File: config.mk
export PLATFORM = sky130hd
export DESIGN_NAME = dut_slave
export DESIGN_NICKNAME = d
export VERILOG_FILES = /design/src/rtl/dut_pkg.sv /design/src/rtl/dut_slave_regs.sv /design/src/rtl/dut_slave.sv
export SDC_FILE = /design/constraint.sdc
export NUM_CORES = 1
export LEC_CHECK = 0
export ABC_AREA = 0
export CORE_UTILIZATION = 50
export DETAILED_ROUTE_END_ITERATION = 6
export PLACE_DENSITY = 0.7
export SYNTH_ARGS = -nofsm -noshare
export SYNTH_HDL_FRONTEND = slang
export SYNTH_SLANG_ARGS = --single-unit
File: constraint.sdc
create_clock -name clk -period 6.8 [get_ports clk]
set_clock_uncertainty 0.15 [all_clocks]
set_input_delay 1.36 -clock clk [delete_from_list [all_inputs] [get_ports clk]]
set_output_delay 1.36 -clock clk [all_outputs]
set_load 0.005 [all_outputs]
File: src/rtl/dut_pkg.sv
// Shared types for dut_slave: command encoding, FSM states and storage geometry.
package dut_pkg;

    localparam int unsigned ADR_W  = 4;
    localparam int unsigned DATA_W = 4;
    localparam int unsigned DEPTH  = 16;

    // Commands 5..15 are illegal and fall outside this enum.
    typedef enum logic [3:0] {
        NOP     = 4'd0,
        WRITE   = 4'd1,
        READ    = 4'd2,
        INC     = 4'd3,
        CLR_ALL = 4'd4
    } cmd_e;

    typedef enum logic [1:0] {
        IDLE   = 2'd0,
        INC_WB = 2'd1,
        CLEAR  = 2'd2
    } state_e;

endpackage

File: src/rtl/dut_slave_regs.sv
// 16 x 4-bit register file: one synchronous write port, one asynchronous read port.
// Every location is forced to CLR_VAL while rst_n is low.
// Ports: clk, rst_n, we/wadr/wdata (write), radr -> rdata_c (combinational read).
module dut_slave_regs
    import dut_pkg::*;
#(
    parameter logic [DATA_W-1:0] CLR_VAL = '0
) (
    input  logic              clk,
    input  logic              rst_n,
    input  logic              we,
    input  logic [ADR_W-1:0]  wadr,
    input  logic [DATA_W-1:0] wdata,
    input  logic [ADR_W-1:0]  radr,
    output logic [DATA_W-1:0] rdata_c
);

    logic [DATA_W-1:0] mem_q [DEPTH];

    // Storage with asynchronous clear to CLR_VAL.
    always_ff @(posedge clk or negedge rst_n) begin
        if (!rst_n) begin
            for (int unsigned i = 0; i < DEPTH; i++) begin
                mem_q[i] <= CLR_VAL;
            end
        end else if (we) begin
            mem_q[wadr] <= wdata;
        end
    end

    assign rdata_c = mem_q[radr];

endmodule

File: src/rtl/dut_slave.sv
// Command-driven slave around a 16 x 4-bit store.
// Commands: NOP, WRITE, READ (latency 1), INC (read-modify-write over two cycles),
// CLR_ALL (16-cycle sweep writing CLR_VAL). Commands arriving while busy are dropped
// and counted; illegal commands in IDLE pulse err and are counted. Counters saturate.
// Ports: clk, rst_n, cmd/adr/data (in); rdata, rvalid, busy, err, err_cnt, drop_cnt (out).
module dut_slave
    import dut_pkg::*;
#(
    parameter logic [3:0]  CLR_VAL = 4'h0,
    parameter int unsigned CNT_W   = 8
) (
    input  logic             clk,
    input  logic             rst_n,
    input  logic [3:0]       cmd,
    input  logic [3:0]       adr,
    input  logic [3:0]       data,
    output logic [3:0]       rdata,
    output logic             rvalid,
    output logic             busy,
    output logic             err,
    output logic [CNT_W-1:0] err_cnt,
    output logic [CNT_W-1:0] drop_cnt
);

    localparam logic [CNT_W-1:0] CNT_MAX = '1;

    state_e             state_q, state_d;
    logic [ADR_W-1:0]   sweep_q, sweep_d;
    logic [ADR_W-1:0]   inc_adr_q, inc_adr_d;
    logic [DATA_W-1:0]  inc_val_q, inc_val_d;
    logic [DATA_W-1:0]  rdata_d;
    logic               rvalid_d, busy_d, err_d;
    logic [CNT_W-1:0]   err_cnt_d, drop_cnt_d;

    logic               we;
    logic [ADR_W-1:0]   wadr;
    logic [DATA_W-1:0]  wdata;
    logic [DATA_W-1:0]  rd_c;

    dut_slave_regs #(
        .CLR_VAL (CLR_VAL)
    ) u_regs (
        .clk     (clk),
        .rst_n   (rst_n),
        .we      (we),
        .wadr    (wadr),
        .wdata   (wdata),
        .radr    (adr),
        .rdata_c (rd_c)
    );

    // State and registered outputs.
    always_ff @(posedge clk or negedge rst_n) begin
        if (!rst_n) begin
            state_q   <= IDLE;
            sweep_q   <= '0;
            inc_adr_q <= '0;
            inc_val_q <= '0;
            rdata     <= '0;
            rvalid    <= 1'b0;
            busy      <= 1'b0;
            err       <= 1'b0;
            err_cnt   <= '0;
            drop_cnt  <= '0;
        end else begin
            state_q   <= state_d;
            sweep_q   <= sweep_d;
            inc_adr_q <= inc_adr_d;
            inc_val_q <= inc_val_d;
            rdata     <= rdata_d;
            rvalid    <= rvalid_d;
            busy      <= busy_d;
            err       <= err_d;
            err_cnt   <= err_cnt_d;
            drop_cnt  <= drop_cnt_d;
        end
    end

    // Next-state, storage write port and next output values.
    always_comb begin
        state_d    = state_q;
        sweep_d    = sweep_q;
        inc_adr_d  = inc_adr_q;
        inc_val_d  = inc_val_q;
        rdata_d    = rdata;
        rvalid_d   = 1'b0;
        err_d      = 1'b0;
        err_cnt_d  = err_cnt;
        drop_cnt_d = drop_cnt;
        we         = 1'b0;
        wadr       = adr;
        wdata      = data;

        // Anything but NOP seen while busy is discarded and counted.
        if (state_q != IDLE && cmd != NOP && drop_cnt != CNT_MAX) begin
            drop_cnt_d = drop_cnt + CNT_W'(1);
        end

        case (state_q)
            IDLE: begin
                case (cmd)
                    NOP: ;
                    WRITE: we = 1'b1;
                    READ: begin
                        rdata_d  = rd_c;
                        rvalid_d = 1'b1;
                    end
                    INC: begin
                        inc_adr_d = adr;
                        inc_val_d = rd_c;
                        state_d   = INC_WB;
                    end
                    CLR_ALL: begin
                        sweep_d = '0;
                        state_d = CLEAR;
                    end
                    default: begin
                        err_d = 1'b1;
                        if (err_cnt != CNT_MAX) begin
                            err_cnt_d = err_cnt + CNT_W'(1);
                        end
                    end
                endcase
            end
            INC_WB: begin
                // 4-bit add wraps 15 -> 0 naturally.
                we       = 1'b1;
                wadr     = inc_adr_q;
                wdata    = inc_val_q + DATA_W'(1);
                rdata_d  = inc_val_q + DATA_W'(1);
                rvalid_d = 1'b1;
                state_d  = IDLE;
            end
            CLEAR: begin
                we      = 1'b1;
                wadr    = sweep_q;
                wdata   = CLR_VAL;
                sweep_d = sweep_q + ADR_W'(1);
                if (sweep_q == ADR_W'(DEPTH - 1)) begin
                    state_d = IDLE;
                end
            end
            default: state_d = IDLE;
        endcase

        // busy is registered alongside the state so it tracks INC_WB/CLEAR exactly.
        busy_d = (state_d != IDLE);
    end

endmodule

# Word level (Yosys, flattened, before mapping)
# Cells that the tools add are included.
# classes
mux	21
bitwise_logic	3
order_cmp	3
add_sub_neg	4
n_eq_ne	11
n_reduce_logical	16
# op_table
operator	n
64-bit bitwise mux	1
4-bit case mux with 2 select lines	4
4-bit 2-to-1 mux	5
8-bit by 1-bit adder with 8-bit output, second input constant	2
4-bit binary-select mux with 4-bit select	1
4-bit demux with 4-bit select	1
8-bit inequality test, second input constant	2
5-bit >= comparator, second input constant	2
4-bit inverter with 5-bit output	2
4-bit by 1-bit adder with 4-bit output, second input constant	2
4-bit by 2-bit equality test with 1-bit output, second input constant	2
2-bit case mux with 2 select lines	2
2-bit nonzero test	4
2-bit AND reduction	3
5-bit by 1-bit less-than comparator with 1-bit output, second input constant	1
5-bit OR reduction	1
4-bit by 1-bit equality test with 1-bit output, second input constant	1
4-bit by 3-bit equality test with 1-bit output, second input constant	1
4-bit equality test, second input constant	1
4-bit logical NOT	1
1-bit 2-to-1 mux	4
2-bit by 1-bit inequality test with 1-bit output, second input constant	2
1-bit case mux with 2 select lines	2
4-bit nonzero test	1
other kinds (8)	10
# word_totals
word_cells	84
output_inout_bits	23
register_bits	101
in_bits	14

# Logic depth before layout (Yosys ltp)
# Gate-level depths: netlist of the first run.
# logic_depth
depth_word	8
depth_mapped	8
depth_no_buf	7

# Cells and area by module
# From an unflattened synthesis of the first run, not the netlist that was laid out.
# hier_totals
cells_unflattened	391
area_unflattened_um2	5008.6
# by_module_without_submodules
module	cells_per_inst	seq_area_each_um2	instances	area_per_inst_um2
dut_slave_regs	196	1601.5	1	3019.1
dut_slave	195	925.9	1	1989.4

# Least setup slack after synthesis of the first run
# Ideal clock, no wire load.
# synth_timing
path_kind	input to register
startpoint	in adr[2]
endpoint	reg inc_val_q[3]
required_ps	6525
setup_ps	125
path_slack_ps	3784
arrival_time_ps	2741
path_stages	4
path_buffers	1
cell_sequence	buf_6 mux4_1 mux4_2 mux2_4
# synth_via
elab_chain_len	4
# synth_rtl
element	line	text
from (decl)	dut_slave.sv:15	input logic [3:0] adr,
4-bit inverter with 5-bit output (implied by the code)	dut_slave_regs.sv:31	assign rdata_c = mem_q[radr];
4-bit binary-select mux with 4-bit select	dut_slave_regs.sv:31	
4-bit 2-to-1 mux (implied by the code) (2 in series)	dut_slave_regs.sv:31	
to (signal assigned)	dut_slave.sv:69	inc_val_q <= inc_val_d;
to (decl)	dut_slave.sv:30	logic [DATA_W-1:0] inc_val_q, inc_val_d;
# Every way passes these cells. The select of a mux whose other input is x is not followed.
# A chain may end at the register's enable or synchronous reset.

# Worst setup path in the final report of the first run
# layout_timing
startpoint	in adr[2]
endpoint	reg u_regs.mem_q[37] in the netlist's numbering
# layout_via
elab_chain_len	7
word_cells_on_any_way	8
cone_classes	order compare (2); mux (4); bitwise (1); reduce/logical (1)
# layout_rtl
element	line	text
4-bit case mux with 2 select lines (*)	dut_slave.sv:99	case (state_q)
4-bit inverter with 5-bit output (implied by the code) (*)	dut_slave_regs.sv:27	mem_q[wadr] <= wdata;
5-bit >= comparator (implied by the code) or 5-bit by 1-bit less-than comparator with 1-bit output (tied branches)	dut_slave_regs.sv:27	
1-bit logical AND (implied by the code)	dut_slave_regs.sv:27	
4-bit 2-to-1 mux (implied by the code)	dut_slave_regs.sv:27	
4-bit demux with 4-bit select (*)	dut_slave_regs.sv:27	
64-bit bitwise mux (*)	dut_slave_regs.sv:27	
to (signal, indexed assignment)	dut_slave_regs.sv:27	
to (decl)	dut_slave_regs.sv:18	logic [DATA_W-1:0] mem_q [DEPTH];
# Every way passes the cells marked *; elsewhere a longest branch is shown, timed or not.

==> flow_summary_export.csv, run 1 <==
group,metric,value,unit
worst_hold_path,min_path_type,"register to register",
timing,setup_viol,0,
global_route,antenna_found_initial,0,
logic_synthesis,syn_area_per_cell,13.2,um2
timing,min_period,3910,ps
routing,ant_nets,0,
placed_design,gp_congestion,0.815,
routing,vias_per_cell,5.78,
layout,stdcell_area,5630,um2
cts,cts_sinks,101,
setup_path,crit_path_top_delay_cell,"clkdlybuf4s50_1",
logic_synthesis,synth_top_area_cell,"dfrtp_1",
logic_synthesis,synthFlopType,"dfrtp_1",
routing,drt-total-wl,9970,um
layout,antenna_cells,0,
routing,firstDrtPassIters,4,
routing,wl_per_cell,18.3,um
setup_path,critPathMaxFanout,19,
cts,cts.clk_slew.worst_paths,90,ps
timing,fmax,0.256,GHz
placed_design,hpwl,6990,um
setup_path,path_common_cell,"nor2_1",
cts,cts_setup_buffers,0,
cts,numCtsBuffers,9,
timing,fin_ws,2890,ps
cts,cts_tree,"done",
logic_synthesis,synth.distinct_cells,46,
placed_design,placed_cell_area,5420,um2
layout,final-seq-area,2530,um2
timing,hold_slack,338,ps
setup_path,start_kind,"input pin",
layout,area_delta_synth_final,13.8,%
logic_synthesis,synth_async_sr_flop_share,100,%
setup_path,end_kind,"register",
global_route,globalRouteOverflowTotal,0,
layout,multi_input_area,2320,um2
timing,hold_viol,0,
job,drv_cap,0,
setup_path,path_cells,"clkdlybuf4s50_1 > nor2_1 > a211oi_1 > nand3_1 > nor2_1 > mux2_2",
global_route,grt_first_pass_wirelength,16600,um
timing,grt_setup_unrepaired,"no",
logic_synthesis,ys_seq_elements,101,
global_route,grt_pass1_vias,3129,
logic_synthesis,synth-edff-count,0,
logic_synthesis,yosys_warnings,0,
cts,clk_latency,360,ps
cts,root_buffer,"clkbuf_8",
run_status,outcome,"completed",
cts,cts.repair.resized,0,
logic_synthesis,synthTopCellsByArea,"dfrtp_1, mux2_2, mux4_2, mux4_1, ha_1",
layout,fin_nets,435,
die,fp.coreArea,9420,um2
global_route,gr-usage-all-layers,21.5,%
timing,drv_slew,0,
placed_design,post-place-ws,2550,ps
placed_design,io_buffers,36,
power,ir_worst_vdd,0.139,mV
routing,dr.first_iter.drc_count,179,
setup_path,crit_buf_inv,1,
setup_path,path_delay_family,"buffers and inverters",
setup_path,crit_type,"input pin to register",
die,io_pins,37,
logic_synthesis,synth_seq_area_share,51.1,%
layout,fillers,753,
layout,drive_gt1_share,27.6,%
timing,tightest_slew,1260,ps
power,leakagePower,0.00250,uW
logic_synthesis,synth_top_cell_area_share,51.1,%
die,start_util,52.5,%
setup_path,cpPeakStageDelay,1150,ps
die,die_area,10300,um2
timing,tns,0,ps
logic_synthesis,synth_cells,376,
global_route,grt_max_degree,58,
timing,post-route-period-util,57.5,%
routing,vias,3158,
power,p_per_area,424,nW/um2
die,die_w,101,um
timing,slew_headroom,16.2,%
cts,htree_num_levels,3,
setup_path,worst_ep_arrival_time,4000,ps
cts,clockBufferDepth,2,
setup_path,required,6890,ps
die,rows,35,
routing,route.detailed.drc,0,
logic_synthesis,synthesis.area,4950,um2
die,chipHeight,101,um
cts,cts_hold_buf,0,
logic_synthesis,syn_nets,399,
==> worst paths after layout <==
path / startpoint / to / slack (ps) / cells after the start
hold reg to reg: drop_cnt[7]$_DFFE_PN0P_ / drop_cnt[7]$_DFFE_PN0P_ / 340 / 1
max in group asynchronous: rst_n / u_regs.mem_q[53]$_DFFE_PN0P_ / 4530 / 2
setup reg to reg: state_q[1]$_DFF_PN0_ / u_regs.mem_q[31]$_DFFE_PN0P_ / 3820 / 7
setup / recovery: adr[2] / u_regs.mem_q[37]$_DFFE_PN0P_ / 2890 / 6
hold / removal: drop_cnt[7]$_DFFE_PN0P_ / drop_cnt[7]$_DFFE_PN0P_ / 340 / 1
min in group asynchronous: rst_n / drop_cnt[7]$_DFFE_PN0P_ / 840 / 1
==> cells by family (layout without fill, tap and decap cells) <==
group                    Yosys count  after routing  synth area share, %
AO/OA/AOI/OAI                     40             40                 6.50
XOR/XNOR                          16             16                 2.83
multiplexers                      96             96                 26.2
flip-flops                       101            101                 51.1
AND/OR/NAND/NOR                   92             92                 9.08
buffers and inverters             22             63                 2.05
adder cells (fa/ha/maj)            9              9                 2.28
==> worst register-to-register path: cells and delay by family (launching register included) <==
| family | cells | cell delay [ps] |
|---|---|---|
| simple gates | 3 | 930 |
| fa+ha+maj | 1 | 450 |
| flops | 1 | 470 |
| mux | 1 | 380 |
| buf+inv | 1 | 110 |
| compound gates | 1 | 380 |
==> cells in the mapped netlist (2+ instances only) <==
cell type / count
nand2b_1: 3
o21a_1: 2
o211ai_1: 5
a21o_1: 4
nand3_1: 13
nor3_1: 3
mux4_1: 6
mux2_2: 75
inv_1: 8
o2bb2ai_1: 3
mux4_2: 11
buf_2: 6
nor2_1: 23
and4_1: 3
a22oi_1: 6
mux2i_1: 3
a21oi_1: 3
nor2b_1: 2
dfrtp_1: 101
xor2_1: 5
nand4_1: 4
xnor2_1: 11
a22o_1: 2
o211a_1: 2
nor2_2: 4
nand2_1: 26
o21ai_0: 6
clkbuf_1: 6
and3_1: 5
ha_1: 9
==> layout by cell type, fill, tap and decap left out, types with 2 or more instances in the layout <==
cell type        Yosys  final
nand2_1             26     26
a21oi_1              3      3
xor2_1               5      5
a21o_1               4      4
and4_1               3      3
o2bb2ai_1            3      3
and3_1               5      5
mux4_1               6      6
clkbuf_8             0     11
o211a_1              2      2
nand2b_1             3      3
nor3_1               3      3
o21ai_0              6      6
mux4_2              11     11
o21a_1               2      2
nor2_1              23     23
buf_4                1      4
nor2_2               4      4
nand3_1             13     13
mux2i_1              3      3
mux2_2              75     75
inv_1                8      8
clkdlybuf4s50_1      0     35
a22oi_1              6      6
a22o_1               2      2
ha_1                 9      9
nor2b_1              2      2
nand4_1              4      4
o211ai_1             5      5
dfrtp_1            101    101
xnor2_1             11     11
==> metal layers <==
metal  part of all wire (%)  track usage (%)
met5                      0                0
met3                    2.2             2.76
met4                    2.1             8.81
met1                     49             31.3
met2                     46             32.8
==> sequential cells by signal, indices dropped and copies added (netlist names) <==
signal and cells:
state_q 2, err 1, inc_adr_q 4, drop_cnt 8, rdata 4, inc_val_q 4, sweep_q 4, busy 1
rvalid 1, err_cnt 8, u_regs.mem_q 64
==> where the power goes <==
| group | switching, uW | internal [uW] | total (uW) |
|---|---|---|---|
| logic | 455 | 516 | 972 |
| registers | 165 | 849 | 1010 |
| clock network | 205 | 193 | 398 |
==> cell type report <==
| cell class | instances | area share, % |
|---|---|---|
| Sequential cell | 101 | 44.9 |
| Timing Repair Buffer | 39 | 6.76 |
| Inverter | 8 | 0.534 |
| Tap cell | 129 | 2.87 |
| Multi-Input combinational cell | 253 | 41.2 |
| Clock buffer | 12 | 2.76 |
| Clock inverter | 4 | 0.978 |
==> metrics by stage <==
step                      utilization [%]  cells  power [uW]
after floorplan                         -    376        1670
after global placement               57.5    530        1970
after detailed placement             57.5    530        2000
after CTS                            59.8    546        2400
after global routing                 59.8    546        2550
final                                59.8    546        2380
(Power assumes the default switching activity.)
==> run 2, diff against run 1 <==
==> constraint.sdc (replaced) <==
create_clock -name clk -period 3.7 [get_ports clk]
set_clock_uncertainty 0.15 [all_clocks]
set_input_delay 0.74 -clock clk [delete_from_list [all_inputs] [get_ports clk]]
set_output_delay 0.74 -clock clk [all_outputs]
set_load 0.005 [all_outputs]
==> run 2 against run 1 <==
Core utilization increased by 0.15 points; global-route usage increased by 0.068 points; via count decreased by 0.92%; sequential share of layout area decreased by 0.11 points; critical path depth unchanged; first-iteration DRC count decreased by 30%; sequential cell count unchanged; non-clock buffer count increased by 7; count of clock-buffer cells in the layout unchanged; critical endpoint is now u_regs.mem_q[36]$_DFFE_PN0P_; highest routed layer unchanged.
==> flow_summary_export.csv, run 2 (same netlist as run 1, synthesis figures left out) <==
group,metric,value,unit
timing,slew_headroom,48.9,%
cts,cts.clk_slew.worst_paths,90,ps
placed_design,post-place-ws,282,ps
global_route,grt_pass1_vias,3198,
layout,area_delta_synth_final,14.0,%
layout,final_cell_mix,"dfrtp_1, mux2_2, clkdlybuf4s50_1",
layout,final-seq-area,2530,um2
setup_path,rr_worst_depth,7,
timing,fin_ws,640,ps
cts,cts_tree,"done",
layout,multi_input_area,2320,um2
routing,vias_per_cell,5.67,
global_route,globalRouteOverflowTotal,0,
layout,fin_nets,442,
setup_path,r2r_start,"state_q[1]$_DFF_PN0_",
timing,hold_viol,0,
cts,cts.repair.resized,0,
cts,htree_num_levels,3,
layout,top_regs,"u_regs.mem_q x64, drop_cnt x8, err_cnt x8",
routing,firstDrtPassIters,4,
run_status,outcome,"completed",
layout,final_util,59.9,%
timing,drv_slew,0,
die,fp.coreArea,9420,um2
timing,grt_setup_unrepaired,"no",
timing,post-route-period-util,82.7,%
global_route,grt_first_pass_wirelength,16600,um
power,leakagePower,0.00251,uW
placed_design,hpwl,7080,um
die,io_pins,37,
die,start_util,52.5,%
global_route,gr-usage-all-layers,21.5,%
cts,clk_latency,370,ps
setup_path,r2r_setup_slack,780,ps
layout,largest_reg_flops,64,
cts,cts_setup_buffers,0,
routing,vias,3129,
placed_design,dp_cells,537,
cts,clockBufferDepth,2,
job,drv_cap,0,
power,ir_worst_vdd,0.269,mV
setup_path,reg2reg_to,"u_regs.mem_q[36]$_DFFE_PN0P_",
layout,drive_gt1_share,28.1,%
global_route,antenna_found_initial,0,
placed_design,io_buffers,36,
layout,mostFrequentLayoutCell,"dfrtp_1",
layout,regMostFlops,"u_regs.mem_q",
routing,route.detailed.drc,0,
setup_path,worst_ep_arrival_time,3170,ps
setup_path,crit_type,"input pin to register",
global_route,grt_max_degree,61,
timing,setup_viol,0,
layout,finalNonFillerCells,552,
die,chipHeight,101,um
setup_path,crit_start,"adr[2]",
cts,root_buffer,"clkbuf_8",
die,die_w,101,um
timing,min_period,3060,ps
setup_path,start_kind,"input pin",
die,die_area,10300,um2
layout,antenna_cells,0,
worst_hold_path,min_path_type,"input pin to async pin",
setup_path,required,3810,ps
cts,cts_hold_buf,0,
timing,tightest_slew,766,ps
timing,tns,0,ps
cts,numCtsBuffers,9,
placed_design,gp_congestion,0.854,
power,p_per_area,756,nW/um2
cts,cts_sinks,101,
die,rows,35,
layout,fillers,764,
routing,drt-total-wl,9840,um
setup_path,critPathMaxFanout,12,
routing,dr.first_iter.drc_count,125,
setup_path,end_kind,"register",
routing,ant_nets,0,
routing,wl_per_cell,17.8,um
timing,fmax,0.327,GHz
run 2: cell types whose count changed in the layout (fill, tap and decap cells not counted):
cell        previous run  this run
clkbuf_8              11         9
clkbuf_1               1         3
clkinvlp_4             1         2
bufinv_16              1         0
buf_12                 0         1
inv_6                  1         0
buf_4                  4        10
run 2: worst max path at each step:
stage	to	slack (ps)
after global routing	u_regs.mem_q[39]$_DFFE_PN0P_	520
after floorplan	inc_val_q[3]$_DFFE_PN0P_	1300
after detailed placement	u_regs.mem_q[36]$_DFFE_PN0P_	280
final	u_regs.mem_q[36]$_DFFE_PN0P_	640
after CTS	u_regs.mem_q[39]$_DFFE_PN0P_	660
after global placement	u_regs.mem_q[36]$_DFFE_PN0P_	280
run 2: layout make-up:
| cell class | instances | share of cell area, % |
|---|---|---|
| sequential | 101 | 44.8 |
| clock inverter | 3 | 0.421 |
| tap | 129 | 2.86 |
| inverter | 8 | 0.532 |
| clock buffer | 12 | 2.40 |
| multi-input combinational | 253 | 41.1 |
| timing repair buffer | 46 | 7.90 |
run 2: per-stage QoR:
stage / power [uW] / cell area (um2) / hold slack [ps]
after detailed placement: 3680 / 5480 / 333
after global placement: 3630 / 5480 / 327
after global routing: 4570 / 5640 / 329
final: 4270 / 5640 / 282
after floorplan: 3070 / 4950 / 294
after CTS: 4290 / 5640 / 310
run 2: critical path, cell delays in order:
cell             delay (ps)
clkdlybuf4s50_1         880
nor2_1                   90
a211oi_1                400
nand3_1                 220
nor2_1                  430
mux2_2                  400
run 2: power by group:
group / total (uW) / switching, uW / internal, uW
combinational: 1790 / 827 / 960
sequential: 1870 / 305 / 1560
clock: 615 / 371 / 243
run 2: layer usage:
| metal | global-route usage [%] | routed length, um | vias to the layer above |
|---|---|---|---|
| met5 | 0 | 0 | - |
| met4 | 7.92 | 168 | 0 |
| met3 | 3.73 | 334 | 17 |
| met2 | 33.8 | 4720 | 58 |
| met1 | 30.4 | 4620 | 1588 |
| li1 | - | - | 1466 |
